### src/rtl/int_tlp_gen.sv
// int_tlp_gen: turns cfg_interrupt requests into MSI MemWr or INTx
// Assert/Deassert message TLPs on a 128-bit valid/ready beat stream.
module int_tlp_gen #(
  parameter logic [2:0] MSI_TC        = 3'd0,
  parameter bit         INTX_SUPPRESS = 1'b1
) (
  input  logic         clk,
  input  logic         rst,
  input  logic         cfg_interrupt_n,
  input  logic         cfg_interrupt_assert_n,
  input  logic [7:0]   cfg_interrupt_di,
  output logic         cfg_interrupt_rdy_n,
  input  logic         msi_enable,
  input  logic [2:0]   msi_mmenable,
  input  logic [63:0]  msi_addr,
  input  logic [15:0]  msi_data,
  input  logic         intx_disable,
  input  logic [15:0]  req_id,
  output logic         tx_valid,
  input  logic         tx_ready,
  output logic [127:0] tx_data,
  output logic         tx_sop,
  output logic         tx_eop,
  output logic [3:0]   tx_dwen,
  output logic         intx_asserted
);

  typedef enum logic [2:0] {
    IDLE, MSI_B0, MSI_B1, MSG, ACK
  } state_t;

  state_t state, state_n;

  logic [7:0]  di_q;
  logic        assert_n_q;
  logic        msi_en_q;
  logic [2:0]  mme_q;
  logic [63:2] addr_q;
  logic [15:0] data_q;
  logic        intx_dis_q;
  logic [15:0] req_id_q;

  logic        take;
  logic        accept;
  logic [7:0]  s_di;
  logic        s_assert_n;
  logic        s_msi_en;
  logic [2:0]  s_mme;
  logic [63:2] s_addr;
  logic [15:0] s_data;
  logic        s_intx_dis;
  logic [15:0] s_req_id;
  logic        unused_addr_bits;

  // The accepting cycle sees the same values the config regs capture.
  assign take       = (state == IDLE) && !cfg_interrupt_n;
  assign accept     = tx_valid && tx_ready;
  assign s_di       = take ? cfg_interrupt_di : di_q;
  assign s_assert_n = take ? cfg_interrupt_assert_n : assert_n_q;
  assign s_msi_en   = take ? msi_enable : msi_en_q;
  assign s_mme      = take ? msi_mmenable : mme_q;
  assign s_addr     = take ? msi_addr[63:2] : addr_q;
  assign s_data     = take ? msi_data : data_q;
  assign s_intx_dis = take ? intx_disable : intx_dis_q;
  assign s_req_id   = take ? req_id : req_id_q;
  assign unused_addr_bits = ^msi_addr[1:0];

  logic [2:0]  nbits;
  logic [15:0] mask;
  logic [15:0] eff;
  logic [31:0] payload;
  logic [31:0] addr_lo;
  logic [31:0] addr_hi;
  logic        is64;
  logic        level;
  logic [31:0] hdr_mw;
  logic [31:0] hdr_msg;
  logic [31:0] dw1_mw;
  logic [31:0] dw1_msg;

  assign nbits   = (s_mme > 3'd5) ? 3'd5 : s_mme;
  assign mask    = ~(16'hFFFF << nbits);
  assign eff     = (s_data & ~mask) | ({8'h00, s_di} & mask);
  assign payload = {16'h0000, eff};
  assign addr_lo = {s_addr[31:2], 2'b00};
  assign addr_hi = s_addr[63:32];
  assign is64    = |addr_hi;
  assign level   = !s_assert_n;
  assign hdr_mw  = {2'b01, is64, 5'b00000, 1'b0, MSI_TC,
                    4'h0, 2'b00, 2'b00, 2'b00, 10'd1};
  assign hdr_msg = {3'b001, 5'b10100, 24'h000000};
  assign dw1_mw  = {s_req_id, 8'h00, 4'h0, 4'hF};
  assign dw1_msg = {s_req_id, 8'h00, level ? 8'h20 : 8'h24};

  always_comb begin
    state_n = state;
    unique case (state)
      IDLE: begin
        if (!cfg_interrupt_n) begin
          if (msi_enable)
            state_n = MSI_B0;
          else if (intx_disable)
            state_n = ACK;
          else if (INTX_SUPPRESS && (level == intx_asserted))
            state_n = ACK;
          else
            state_n = MSG;
        end
      end
      MSI_B0: if (accept) state_n = is64 ? MSI_B1 : ACK;
      MSI_B1: if (accept) state_n = ACK;
      MSG:    if (accept) state_n = ACK;
      ACK:    state_n = IDLE;
      default: state_n = IDLE;
    endcase
  end

  logic         valid_d;
  logic         sop_d;
  logic         eop_d;
  logic [3:0]   dwen_d;
  logic [127:0] data_d;
  logic         rdy_n_d;

  // Beat contents follow the next state so the outputs stay registered.
  always_comb begin
    valid_d = 1'b0;
    sop_d   = 1'b0;
    eop_d   = 1'b0;
    dwen_d  = 4'b0000;
    data_d  = '0;
    rdy_n_d = 1'b1;
    unique case (state_n)
      MSI_B0: begin
        valid_d = 1'b1;
        sop_d   = 1'b1;
        eop_d   = !is64;
        dwen_d  = 4'b1111;
        data_d  = is64 ? {addr_lo, addr_hi, dw1_mw, hdr_mw}
                       : {payload, addr_lo, dw1_mw, hdr_mw};
      end
      MSI_B1: begin
        valid_d = 1'b1;
        eop_d   = 1'b1;
        dwen_d  = 4'b0001;
        data_d  = {96'h0, payload};
      end
      MSG: begin
        valid_d = 1'b1;
        sop_d   = 1'b1;
        eop_d   = 1'b1;
        dwen_d  = 4'b1111;
        data_d  = {64'h0, dw1_msg, hdr_msg};
      end
      ACK:     rdy_n_d = 1'b0;
      default: rdy_n_d = 1'b1;
    endcase
  end

  always_ff @(posedge clk) begin
    if (rst) begin
      state               <= IDLE;
      tx_valid            <= 1'b0;
      tx_sop              <= 1'b0;
      tx_eop              <= 1'b0;
      tx_dwen             <= 4'b0000;
      tx_data             <= '0;
      cfg_interrupt_rdy_n <= 1'b1;
      intx_asserted       <= 1'b0;
    end else begin
      state               <= state_n;
      tx_valid            <= valid_d;
      tx_sop              <= sop_d;
      tx_eop              <= eop_d;
      tx_dwen             <= dwen_d;
      tx_data             <= data_d;
      cfg_interrupt_rdy_n <= rdy_n_d;
      if (state == MSG && accept)
        intx_asserted <= !assert_n_q;
    end
  end

  always_ff @(posedge clk) begin
    if (rst) begin
      di_q       <= '0;
      assert_n_q <= 1'b1;
      msi_en_q   <= 1'b0;
      mme_q      <= '0;
      addr_q     <= '0;
      data_q     <= '0;
      intx_dis_q <= 1'b0;
      req_id_q   <= '0;
    end else if (take) begin
      di_q       <= cfg_interrupt_di;
      assert_n_q <= cfg_interrupt_assert_n;
      msi_en_q   <= msi_enable;
      mme_q      <= msi_mmenable;
      addr_q     <= msi_addr[63:2];
      data_q     <= msi_data;
      intx_dis_q <= intx_disable;
      req_id_q   <= req_id;
    end
  end

endmodule

### config.mk
export PLATFORM = sky130hd
export DESIGN_NAME = int_tlp_gen
export DESIGN_NICKNAME = d
export VERILOG_FILES = /design/src/rtl/int_tlp_gen.sv
export SDC_FILE = /design/constraint.sdc
export NUM_CORES = 1
export LEC_CHECK = 0
export ABC_CLOCK_PERIOD_IN_PS = 4050
export CAP_MARGIN = 30
export CORE_ASPECT_RATIO = 1.75
export CORE_UTILIZATION = 49
export DETAILED_ROUTE_END_ITERATION = 8
export PLACE_DENSITY = 0.85
export RECOVER_POWER = 25
export SYNTH_ARGS = -nofsm -noshare
export SYNTH_HDL_FRONTEND = slang
export SYNTH_SLANG_ARGS = --single-unit
### constraint.sdc
create_clock -name clk -period 4.05 [get_ports clk]
set_input_delay 0.81 -clock clk [delete_from_list [all_inputs] [get_ports clk]]
set_output_delay 0.81 -clock clk [all_outputs]
set_load 0.05 [all_outputs]
==> summary.txt <==
Outcome
  – Outcome: complete, no violations

Timing
  – RSZ-0062 raised after global routing: false
  – Final Critical Period: 3320 ps
  – Final worst setup slack: 727 ps
  – Actual slew at the worst max-slew pin: 1370 ps
  – Slew Viols, Final: 0
  – Period Utilization, post-route: 82.1%
  – Final Skew: 21.8 ps
  – Post-route setup TNS: 0 ps
  – Slew HR: 8.98%
  – Setup violators final: 0
  – Final hold violations: 0
  – Maximum clock frequency: 301 MHz

Clocking
  – CTS buffer count: 19
  – Setup Fix Bufs, Post-CTS: 0
  – Root Buffer Master: clkbuf_16
  – H-Tree Depth: 1
  – Sink Count: 213
  – CTS Hold Bufs: 0
  – Reg clk slew, reported paths: 70 ps
  – CTS max path bufs: 3
  – CTS tree: built
  – Clock Latency Late Sink: 490 ps
  – Cts repair resizes: 0

Floorplan
  – Core ar.: 0.0148 mm2
  – # rows: 59
  – Die Height: 165 um
  – Die area: 0.0156 mm2
  – Die Wd: 95.0 um
  – Ports: 251
  – Initial core utilization: 49.9%

Cells and area
  – Final Net Count: 1,042
  – Sequential cell area: 0.00426 mm2
  – # diodes: 0
  – Multi-input logic area: 0.00275 mm2
  – Post-Route Utilization: 69.0%
  – Post-route cell area: 0.0102 mm2
  – # fillers: 1,112
  – Area grow syn2layout: 38.2%
  – Share of layout cells above drive strength 1: 5.95%

Place
  – HPWL Detailed: 13,200 um
  – Worst slack at placement: 671 ps
  – Port Buf Inserts: 222
  – GP Congestion: 0.849
  – Placement Cell Area: 0.00958 mm2

Worst setup path
  – Crit-path cells: clkdlybuf4s50_1 > nor4_1 > clkbuf_1 > nor3_1 > o21ai_4 > o22ai_1
  – Worst R2R Setup Slack: 1020 ps
  – Worst Setup Start Kind: input port
  – Critical path buffer and inverter count: 2
  – CP Max Fanout: 32
  – Critical path class: input port to flip-flop
  – CP peak stage delay: 850 ps
  – CP max-delay cell: o21ai_4
  – Worst setup EP type: flip-flop
  – Req. time, crit path: 4370 ps
  – CP top delay family: buffers and inverters
  – Worst Path Arrival: 3640 ps

Global routing
  – First-pass GRT wire length: 28,800 um
  – Largest net degree at the start of global routing: 88
  – GRT Overall Usage: 23.7%
  – Vias in the first global route: 5,679
  – Total grt overflow: 0
  – Initial antenna violation count: 0

Synth
  – Post-synthesis mux area share: 15.2%
  – Most common cell in the netlist: dfxtp_1
  – Post-synthesis adder-cell area fraction: 0%
  – Post-synthesis simple-gate area fraction: 14.1%
  – Synth warn: 0
  – Seq cells post-synth: 213
  – Synth top area share: 57.5%
  – Post-synthesis async set-or-reset flop share: 0%
  – Mean post-synth cell area: 10.1 um2
  – Xor/xnor cell area share of the yosys netlist: 0.118%
  – Yosys top cell by area: dfxtp_1
  – List of most frequent post-synthesis cells: 213 x dfxtp_1, 152 x nor2_1, 97 x mux2i_1
  – Compound-Gate Fraction of Synth Area: 6.45%
  – Synth Cell Area: 0.00741 mm2
  – Post-synth cell types: 45
  – Top FF cell, synth: dfxtp_1
  – Ranking of synthesized cells by area: dfxtp_1 58%, mux2i_1 13%, nor2_1 7.7%, buf_4 3.3%, o22ai_1 2.5%
  – Syn Inst Count: 733
  – Main combinational cell family by area after synthesis: multiplexers
  – EDFF count, synth: 0
  – Post-synthesis sequential area ratio: 57.5%

Power
  – Pwr dens: 496 mW/mm2
  – Tot Pwr: 5.08 mW
  – Max VDD drop: 0.438 mV
  – Leakage: 4.26 nW

Routing
  – Routed WL: 18,800 um
  – Via density: 5.24
  – # DRC: 0
  – WL per Instance: 16.7 um
  – Post-route ant nets: 0
  – Drt pass-1 iters: 4
  – Total number of vias: 5,886
  – Iteration-0 DRC Markers: 259

Flow run
  – Max cap viols: 0

Hold path
  – HP Class: flip-flop to flip-flop
placed cells by master (no fill, tap or decap), types with 6 or more instances in the layout:
master	instances
clkdlybuf4s50_1	220
dfxtp_1	213
nor2_1	152
mux2i_1	97
nand2_1	31
o22ai_1	30
nor3_1	24
conb_1	23
a21oi_1	21
clkbuf_16	19
nor4_1	17
inv_1	8
mux2_2	8
o21ai_0	7
mux2_1	6
buf_4	6
metrics by stage:
stage | hold slack, ps | cells
finish | 453 | 1124
global route | 466 | 1124
CTS | 458 | 1124
detailed placement | 443 | 1090
global placement | 436 | 1090
floorplan | 430 | 755
path summary, 6_finish.rpt:
path                                 startpoint       endpoint  cells past startpoint
worst min-delay path                 assert_n_q  intx_asserted                      1
worst max-delay path            cfg_interrupt_n    tx_data[73]                      6
worst max register to register         state[1]    tx_data[73]                      5
worst min register to register       assert_n_q  intx_asserted                      1
where the power goes:
part	switching [mW]	total, mW	internal [mW]	leakage (nW)
clock	0.791	1.95	1.16	0.336
sequential	0.0490	2.27	2.22	1.74
combinational	0.536	0.864	0.328	2.19
metal layers:
layer  part of all wire [%]  GRT usage (%)  vias up
met2                     51           42.0      242
met5                      0              0        -
li1                       -              -     2828
met4                    4.6           11.4        0
met3                    6.3           4.19       53
met1                     38           27.1     2763
area by class of cell:
class,count,share of cell area (%)
repair buffers,230,22.2
well taps,183,2.24
clock buffers,24,5.32
inverters,9,0.330
flip-flops and latches,213,41.6
multi-input cells,455,26.9
clock inverters,10,1.41
sequential cells by signal, summed over array words and instances, names as in the netlist:
register             cells
addr_q                  62
assert_n_q               1
cfg_interrupt_rdy_n      1
data_q                  16
di_q                     5
intx_asserted            1
mme_q                    3
req_id_q                16
state                    3
tx_data                100
tx_dwen                  2
tx_eop                   1
tx_sop                   1
tx_valid                 1
kinds of logic after synthesis:
logic type | after synthesis
compound gates | 78
buf+inv | 87
mux | 111
flops | 213
simple gates | 242
other cells | 1
xor+xnor | 1
(Power assumes the default switching activity.)
